## src/rtl/ceas_pkg.sv

```systemverilog
// Shared types and limits for the ceas alarm bank.
package ceas_pkg;

  localparam int ORE_W   = 5;
  localparam int MIN_W   = 6;
  localparam int ORE_MAX = 23;
  localparam int MIN_MAX = 59;

  typedef enum logic [1:0] {
    ST_DISARMED = 2'd0,
    ST_ARMED    = 2'd1,
    ST_RINGING  = 2'd2,
    ST_SNOOZED  = 2'd3
  } alarm_state_t;

  function automatic logic time_ok(input logic [ORE_W-1:0] h, input logic [MIN_W-1:0] m);
    return (h <= ORE_W'(ORE_MAX)) && (m <= MIN_W'(MIN_MAX));
  endfunction

endpackage

```

## src/rtl/ceas_alarm_channel.sv

```systemverilog
// One alarm channel: stored time, rising-edge match detect and ring/snooze state machine.
// Snooze support is built only when CEAS_ALARM_SNOOZE_EN is defined.
//
// state    | meaning
// DISARMED | channel ignores the live time
// ARMED    | waiting for the live time to reach the stored time
// RINGING  | alarm active, counting minutes towards auto-stop
// SNOOZED  | alarm paused, counting snooze minutes down
module ceas_alarm_channel
  import ceas_pkg::*;
#(
  parameter int RING_MINUTES = 5,
  parameter int SNOOZE_MIN   = 5
) (
  input  logic             clock,
  input  logic             reset,
  input  logic [ORE_W-1:0] ore_counter,
  input  logic [MIN_W-1:0] minute_counter,
  input  logic             min_tick,
  input  logic             wr,
  input  logic             wr_en,
  input  logic [ORE_W-1:0] wr_ore,
  input  logic [MIN_W-1:0] wr_min,
  input  logic             stop,
  input  logic             snooze,
  output logic             ringing,
  output logic             active
);

  localparam int RW = $clog2(RING_MINUTES + 1);

  alarm_state_t     state, state_nxt;
  logic [ORE_W-1:0] ore_al;
  logic [MIN_W-1:0] min_al;
  logic             match, match_prev;
  logic [RW-1:0]    ring_cnt, ring_nxt;
`ifdef CEAS_ALARM_SNOOZE_EN
  logic [3:0]       snz_cnt, snz_nxt;
`else
  localparam int unused_snooze_min = SNOOZE_MIN;
  logic unused_snooze;
  assign unused_snooze = snooze;
`endif

  assign match = (ore_counter == ore_al) && (minute_counter == min_al);

  always_ff @(posedge clock or negedge reset) begin
    if (!reset) begin
      state      <= ST_DISARMED;
      ore_al     <= '0;
      min_al     <= '0;
      match_prev <= 1'b0;
      ring_cnt   <= '0;
`ifdef CEAS_ALARM_SNOOZE_EN
      snz_cnt    <= '0;
`endif
    end else begin
      state      <= state_nxt;
      ring_cnt   <= ring_nxt;
`ifdef CEAS_ALARM_SNOOZE_EN
      snz_cnt    <= snz_nxt;
`endif
      // a fresh load counts as "already matching" so loading the current time never fires
      match_prev <= wr ? 1'b1 : match;
      if (wr) begin
        ore_al <= wr_ore;
        min_al <= wr_min;
      end
    end
  end

  always_comb begin
    state_nxt = state;
    ring_nxt  = ring_cnt;
`ifdef CEAS_ALARM_SNOOZE_EN
    snz_nxt   = snz_cnt;
`endif
    if (wr) begin
      state_nxt = wr_en ? ST_ARMED : ST_DISARMED;
      ring_nxt  = '0;
`ifdef CEAS_ALARM_SNOOZE_EN
      snz_nxt   = '0;
`endif
    end else if (stop && (state == ST_RINGING || state == ST_SNOOZED)) begin
      state_nxt = ST_ARMED;
      ring_nxt  = '0;
`ifdef CEAS_ALARM_SNOOZE_EN
      snz_nxt   = '0;
    end else if (snooze && state == ST_RINGING) begin
      state_nxt = ST_SNOOZED;
      ring_nxt  = '0;
      snz_nxt   = 4'(SNOOZE_MIN);
`endif
    end else begin
      case (state)
        ST_ARMED: begin
          if (match && !match_prev) begin
            state_nxt = ST_RINGING;
            ring_nxt  = '0;
          end
        end
        ST_RINGING: begin
          if (min_tick) begin
            if (ring_cnt == RW'(RING_MINUTES - 1)) begin
              state_nxt = ST_ARMED;
              ring_nxt  = '0;
            end else begin
              ring_nxt = ring_cnt + RW'(1);
            end
          end
        end
        ST_SNOOZED: begin
`ifdef CEAS_ALARM_SNOOZE_EN
          if (min_tick) begin
            if (snz_cnt == 4'd1) begin
              state_nxt = ST_RINGING;
              ring_nxt  = '0;
              snz_nxt   = '0;
            end else begin
              snz_nxt = snz_cnt - 4'd1;
            end
          end
`else
          state_nxt = ST_ARMED;
`endif
        end
        default: state_nxt = state;
      endcase
    end
  end

  always_comb begin
    ringing = (state == ST_RINGING);
    active  = (state != ST_DISARMED);
  end

endmodule

```

## src/rtl/ceas_alarm_bank.sv

```systemverilog
// N-channel alarm bank: load validation/decode, per-channel alarms, led blink divider.
// Snooze is built only when CEAS_ALARM_SNOOZE_EN is defined.
module ceas_alarm_bank
  import ceas_pkg::*;
#(
  parameter int N_ALARMS     = 4,
  parameter int RING_MINUTES = 5,
  parameter int SNOOZE_MIN   = 5,
  parameter int BLINK_DIV    = 25_000_000,
  localparam int IW          = (N_ALARMS > 1) ? $clog2(N_ALARMS) : 1
) (
  input  logic                clock,
  input  logic                reset,
  input  logic [ORE_W-1:0]    ore_counter,
  input  logic [MIN_W-1:0]    minute_counter,
  input  logic                min_tick,
  input  logic                load,
  input  logic [IW-1:0]       load_idx,
  input  logic                load_en,
  input  logic [ORE_W-1:0]    ore_setare,
  input  logic [MIN_W-1:0]    minute_setare,
  input  logic                stop,
  input  logic                snooze,
  output logic [N_ALARMS-1:0] ringing,
  output logic                load_err,
  output logic                led,
  output logic                led2
);

  localparam int DW = (BLINK_DIV > 1) ? $clog2(BLINK_DIV) : 1;

  logic                load_ok;
  logic [N_ALARMS-1:0] wr;
  logic [N_ALARMS-1:0] active;
  logic [DW-1:0]       div_cnt;

  assign load_ok = time_ok(ore_setare, minute_setare) && (int'(load_idx) < N_ALARMS);

  for (genvar i = 0; i < N_ALARMS; i++) begin : g_ch
    assign wr[i] = load && load_ok && (load_idx == IW'(i));

    ceas_alarm_channel #(
      .RING_MINUTES(RING_MINUTES),
      .SNOOZE_MIN  (SNOOZE_MIN)
    ) u_ch (
      .clock         (clock),
      .reset         (reset),
      .ore_counter   (ore_counter),
      .minute_counter(minute_counter),
      .min_tick      (min_tick),
      .wr            (wr[i]),
      .wr_en         (load_en),
      .wr_ore        (ore_setare),
      .wr_min        (minute_setare),
      .stop          (stop),
      .snooze        (snooze),
      .ringing       (ringing[i]),
      .active        (active[i])
    );
  end

  assign led2 = |active;

  always_ff @(posedge clock or negedge reset) begin
    if (!reset) begin
      load_err <= 1'b0;
    end else begin
      load_err <= load && !load_ok;
    end
  end

  // divider is held at zero whenever nothing rings so every ring starts with a full dark phase
  always_ff @(posedge clock or negedge reset) begin
    if (!reset) begin
      div_cnt <= '0;
      led     <= 1'b0;
    end else if (!(|ringing)) begin
      div_cnt <= '0;
      led     <= 1'b0;
    end else if (div_cnt == DW'(BLINK_DIV - 1)) begin
      div_cnt <= '0;
      led     <= ~led;
    end else begin
      div_cnt <= div_cnt + DW'(1);
    end
  end

endmodule

```

## config.mk

```make
export PLATFORM = sky130hd
export DESIGN_NAME = ceas_alarm_bank
export DESIGN_NICKNAME = d
export VERILOG_FILES = /design/src/rtl/ceas_pkg.sv /design/src/rtl/ceas_alarm_channel.sv /design/src/rtl/ceas_alarm_bank.sv
export SDC_FILE = /design/constraint.sdc
export NUM_CORES = 1
export LEC_CHECK = 0
export CELL_PAD_IN_SITES_DETAIL_PLACEMENT = 1
export CELL_PAD_IN_SITES_GLOBAL_PLACEMENT = 1
export CORE_ASPECT_RATIO = 1.4
export CORE_MARGIN = 4
export CORE_UTILIZATION = 35
export DETAILED_ROUTE_END_ITERATION = 8
export GPL_TIMING_DRIVEN = 1
export PLACE_DENSITY = 0.61
export SYNTH_ARGS = -nofsm -noshare
export SYNTH_HDL_FRONTEND = slang
export SYNTH_HIERARCHICAL = 1
export SYNTH_SLANG_ARGS = --single-unit
```

## constraint.sdc

```tcl
create_clock -name clock -period 2 [get_ports clock]
set_clock_uncertainty 0.05 [all_clocks]
set_input_delay 0.2 -clock clock [delete_from_list [all_inputs] [get_ports clock]]
set_output_delay 0.2 -clock clock [all_outputs]
set_load 0.005 [all_outputs]
```

==> impl_metrics.py <==
metrics = {
    "cts": {
        "ctsHtreeMaxLevel": 3,
        "clkTransAtPathRegs_ns": 0.07,
        "clockRootBuffer": "clkbuf_16",
        "clock-sinks": 95,
        "clock_latency_ns": 0.34,
        "cts_made_buffers": 9,
        "cts_tree": "done",
        "cts_buffer_depth": 2,
    },
    "finish": {
        "diodes": 0,
        "finalInstanceArea_sq_um": 6660,
        "drive_gt1_share_pct": 27.0,
        "fillers": 1648,
        "fin_util_pct": 46.1,
        "fin_nets": 633,
        "area_delta_synth_final_pct": 29.6,
    },
    "power": {
        "cellPowerDensity_nw_per_um2": 755,
        "ir_drop_mv": 0.424,
        "p_leak_nw": 2.72,
        "power_frac_seq_pct": 45.7,
        "swShare_pct": 25.6,
        "p_sw_mw": 1.29,
        "pwr-share-comb_pct": 18.6,
        "internal_power_mw": 3.74,
        "p_clk_share_pct": 35.6,
    },
    "global_routing": {
        "grtUsageTotal_pct": 17.5,
        "grt_pass1_wl_microns": 23400,
        "gr-total-overflow": 0,
        "grt_max_degree": 36,
        "antenna_found_initial": 0,
        "grt_pass1_vias": 4583,
    },
    "timing": {
        "finalCriticalPeriod_ns": 1.94,
        "max_freq_mhz": 516,
        "period_share_pct": 97.0,
        "hold_viol": 0,
        "fin_setup_tns_ns": 0,
        "slew_headroom_pct": 62.4,
        "tightest_slew_ns": 0.563,
        "slew_violations": 0,
        "setup_violations": 0,
    },
    "detailed_routing": {
        "ant_nets": 0,
        "drt_wl_total_microns": 14100,
        "first_pass_iters": 4,
        "drt-initial-drc-count": 143,
        "drc": 0,
        "routed-via-count": 4157,
        "avgViaCountPerCell": 5.30,
        "wl_per_cell_microns": 17.9,
    },
    "setup_path": {
        "crit_path_end_kind": "register",
        "path_cells": "ha_1, nand2_1, or4_4, or4_1, a21oi_1",
        "start_kind": "register",
        "slowest_stage": "or4_4",
        "r2r_end": "led$_DFFE_PN0P_",
        "worstPathMaxFanout": 3,
        "crit_start": "div_cnt[0]$_DFF_PN0_",
        "crit_arrival_ns": 2.16,
        "worstSetupPathType": "reg -> reg",
        "regToRegSetupSlack_ns": 0.06,
        "cp.required_ns": 2.22,
        "slowest_delay_ns": 0.54,
        "timing.rr.start": "div_cnt[0]$_DFF_PN0_",
        "reg2reg_depth": 5,
    },
    "logic_synthesis": {
        "synthTopCellsByCount": "95 x dfrtp_1, 52 x xnor2_1, 44 x mux2_2",
        "ys_seq_area_share_pct": 46.2,
        "synthFlopType": "dfrtp_1",
        "synth.distinct_cells": 40,
        "synth_edf_count": 0,
        "synth_area_leaders": "dfrtp_1 46%, mux2_2 9.6%, xnor2_1 8.9%",
        "avgSynthCellArea_sq_um": 10.6,
        "async_flop_share_pct": 100,
        "synth_top_area_share_pct": 46.2,
        "synth_most_common_cell": "dfrtp_1",
        "synth_cells": 484,
        "synth_top_area_cell": "dfrtp_1",
        "yosysWarningCount": 6,
        "synth_fp_nets": 524,
        "syn_area_sq_um": 5140,
        "ys_ff_latch": 95,
    },
    "placement": {
        "dp_hpwl_microns": 10800,
        "io_buffers": 36,
        "gp_congestion": 0.761,
        "dpl_cell_area_sq_um": 6300,
    },
    "worst_hold_path": {
        "hp-class": "in -> async",
    },
    "floorplanning": {
        "ios": 38,
        "fp.dieH_microns": 151,
        "start_util_pct": 35.6,
        "core_area_sq_um": 14400,
        "num_rows": 52,
        "die-area_sq_um": 16700,
        "chipWidth_microns": 110,
    },
    "run": {
        "drv_cap": 0,
    },
    "run_status": {
        "status": "finished, final reports clean",
    },
}
==> cell families (layout without fill, tap and decap cells) <==
kind of cell               count (synthesis)  after routing  share of synthesized area [%]
and+or+nand+nor                          179            179                           20.7
DFF                                       95             95                           46.2
AOI/OAI and AO/OA                         65             65                           8.76
xor gates and xnor gates                  58             58                           9.88
muxes                                     44             44                           9.64
buffers and inverters                     34            146                           2.58
adders and majority gates                  9              9                           2.19
==> worst max-delay path: cells and delay by family (launching register included) <==
| family | cells | cell delay, ns |
|---|---|---|
| adder cells (fa/ha/maj) | 1 | 0.22 |
| AO/OA/AOI/OAI | 1 | 0.15 |
| AND/OR/NAND/NOR | 3 | 1.09 |
| flip-flops | 1 | 0.37 |
==> metrics by stage <==
step	hold WS [ns]	power, mW	instances	setup slack, ns
after CTS	0.343	5.10	784	-0.0204
final	0.332	5.03	785	0.0602
after global routing	0.386	5.29	785	-0.00691
after global placement	0.170	3.22	769	-0.392
after detailed placement	0.179	3.27	769	-0.430
after floorplan	-0.146	2.84	484	0.0221
==> flip-flops by register name (all words and copies together), names as in the netlist <==
signal                count
g_ch.u_ch/match_prev      4
g_ch.u_ch/min_al         24
led                       1
g_ch.u_ch/ring_cnt       12
div_cnt                  25
g_ch.u_ch/state           8
g_ch.u_ch/ore_al         20
load_err                  1
==> how the worst max path moves through the flow <==
stage / slack, ns / end
6_report: 0.06 / led$_DFFE_PN0P_
3_3_place_gp: -0.39 / g_ch[0].u_ch/ring_cnt[1]$_DFFE_PN0P_
3_5_place_dp: -0.43 / g_ch[0].u_ch/ring_cnt[1]$_DFFE_PN0P_
2_1_floorplan: 0.02 / div_cnt[3]$_DFF_PN0_
4_1_cts: -0.02 / div_cnt[23]$_DFF_PN0_
5_1_grt: -0.007 / div_cnt[23]$_DFF_PN0_
==> repair_timing <==
item / CTS / global route
resized for setup: 7 / 8
endpoints found under the hold margin: 33 / 0
setup buffers: 0 / 1
hold buffers: 1 / 0
endpoints found under the setup margin: 29 / 31
==> placed cells by master, fill, tap and decap left out, types with 3 or more instances in the layout <==
cell type,count
a22o_1,4
and3_1,13
clkbuf_8,3
clkbuf_16,9
a211oi_1,7
a21oi_1,5
nor4_1,8
clkdlybuf4s50_1,34
nand2_1,18
or2_2,4
o31ai_1,11
and4_1,4
or4_1,8
nor3b_1,5
a32o_1,4
nor3_1,16
a31oi_1,8
buf_12,4
nand2b_1,5
nand3_1,21
a22oi_1,4
buf_4,72
or4_4,5
or3_1,4
and4b_1,4
xnor2_1,52
xor2_1,6
o21ai_0,15
ha_1,9
mux2_2,44
nor2_1,15
inv_1,19
nand4_1,15
o211ai_1,4
nor2b_1,19
dfrtp_1,93
==> final cells by class <==
cell class	instances	area, sq um	share of cell area (%)
clock buffers	12	267	4.00
clock inverters	2	38.8	0.582
inverters	19	71.3	1.07
multi-input cells	355	2680	40.3
flip-flops and latches	95	2380	35.7
well taps	189	236	3.55
repair buffers	113	987	14.8
==> power by group through the flow <==
stage	Clock, mW	Sequential (mW)	Combinational, mW
2_1_floorplan	0	2.31	0.534
3_3_place_gp	0	2.32	0.900
3_5_place_dp	0	2.34	0.937
4_1_cts	1.85	2.30	0.948
5_1_grt	1.93	2.33	1.03
6_report	1.79	2.30	0.938
==> metal layers <==
| layer | share of wire, % | routed length [microns] | GRT usage [%] | up-vias |
|---|---|---|---|---|
| li1 | - | - | - | 1980 |
| met1 | 43 | 6070 | 20.2 | 2134 |
| met2 | 54 | 7610 | 33.8 | 35 |
| met3 | 1.8 | 253 | 3.00 | 8 |
| met4 | 0.94 | 132 | 4.00 | 0 |
| met5 | 0 | 0 | 0 | - |
(Power assumes the default switching activity.)
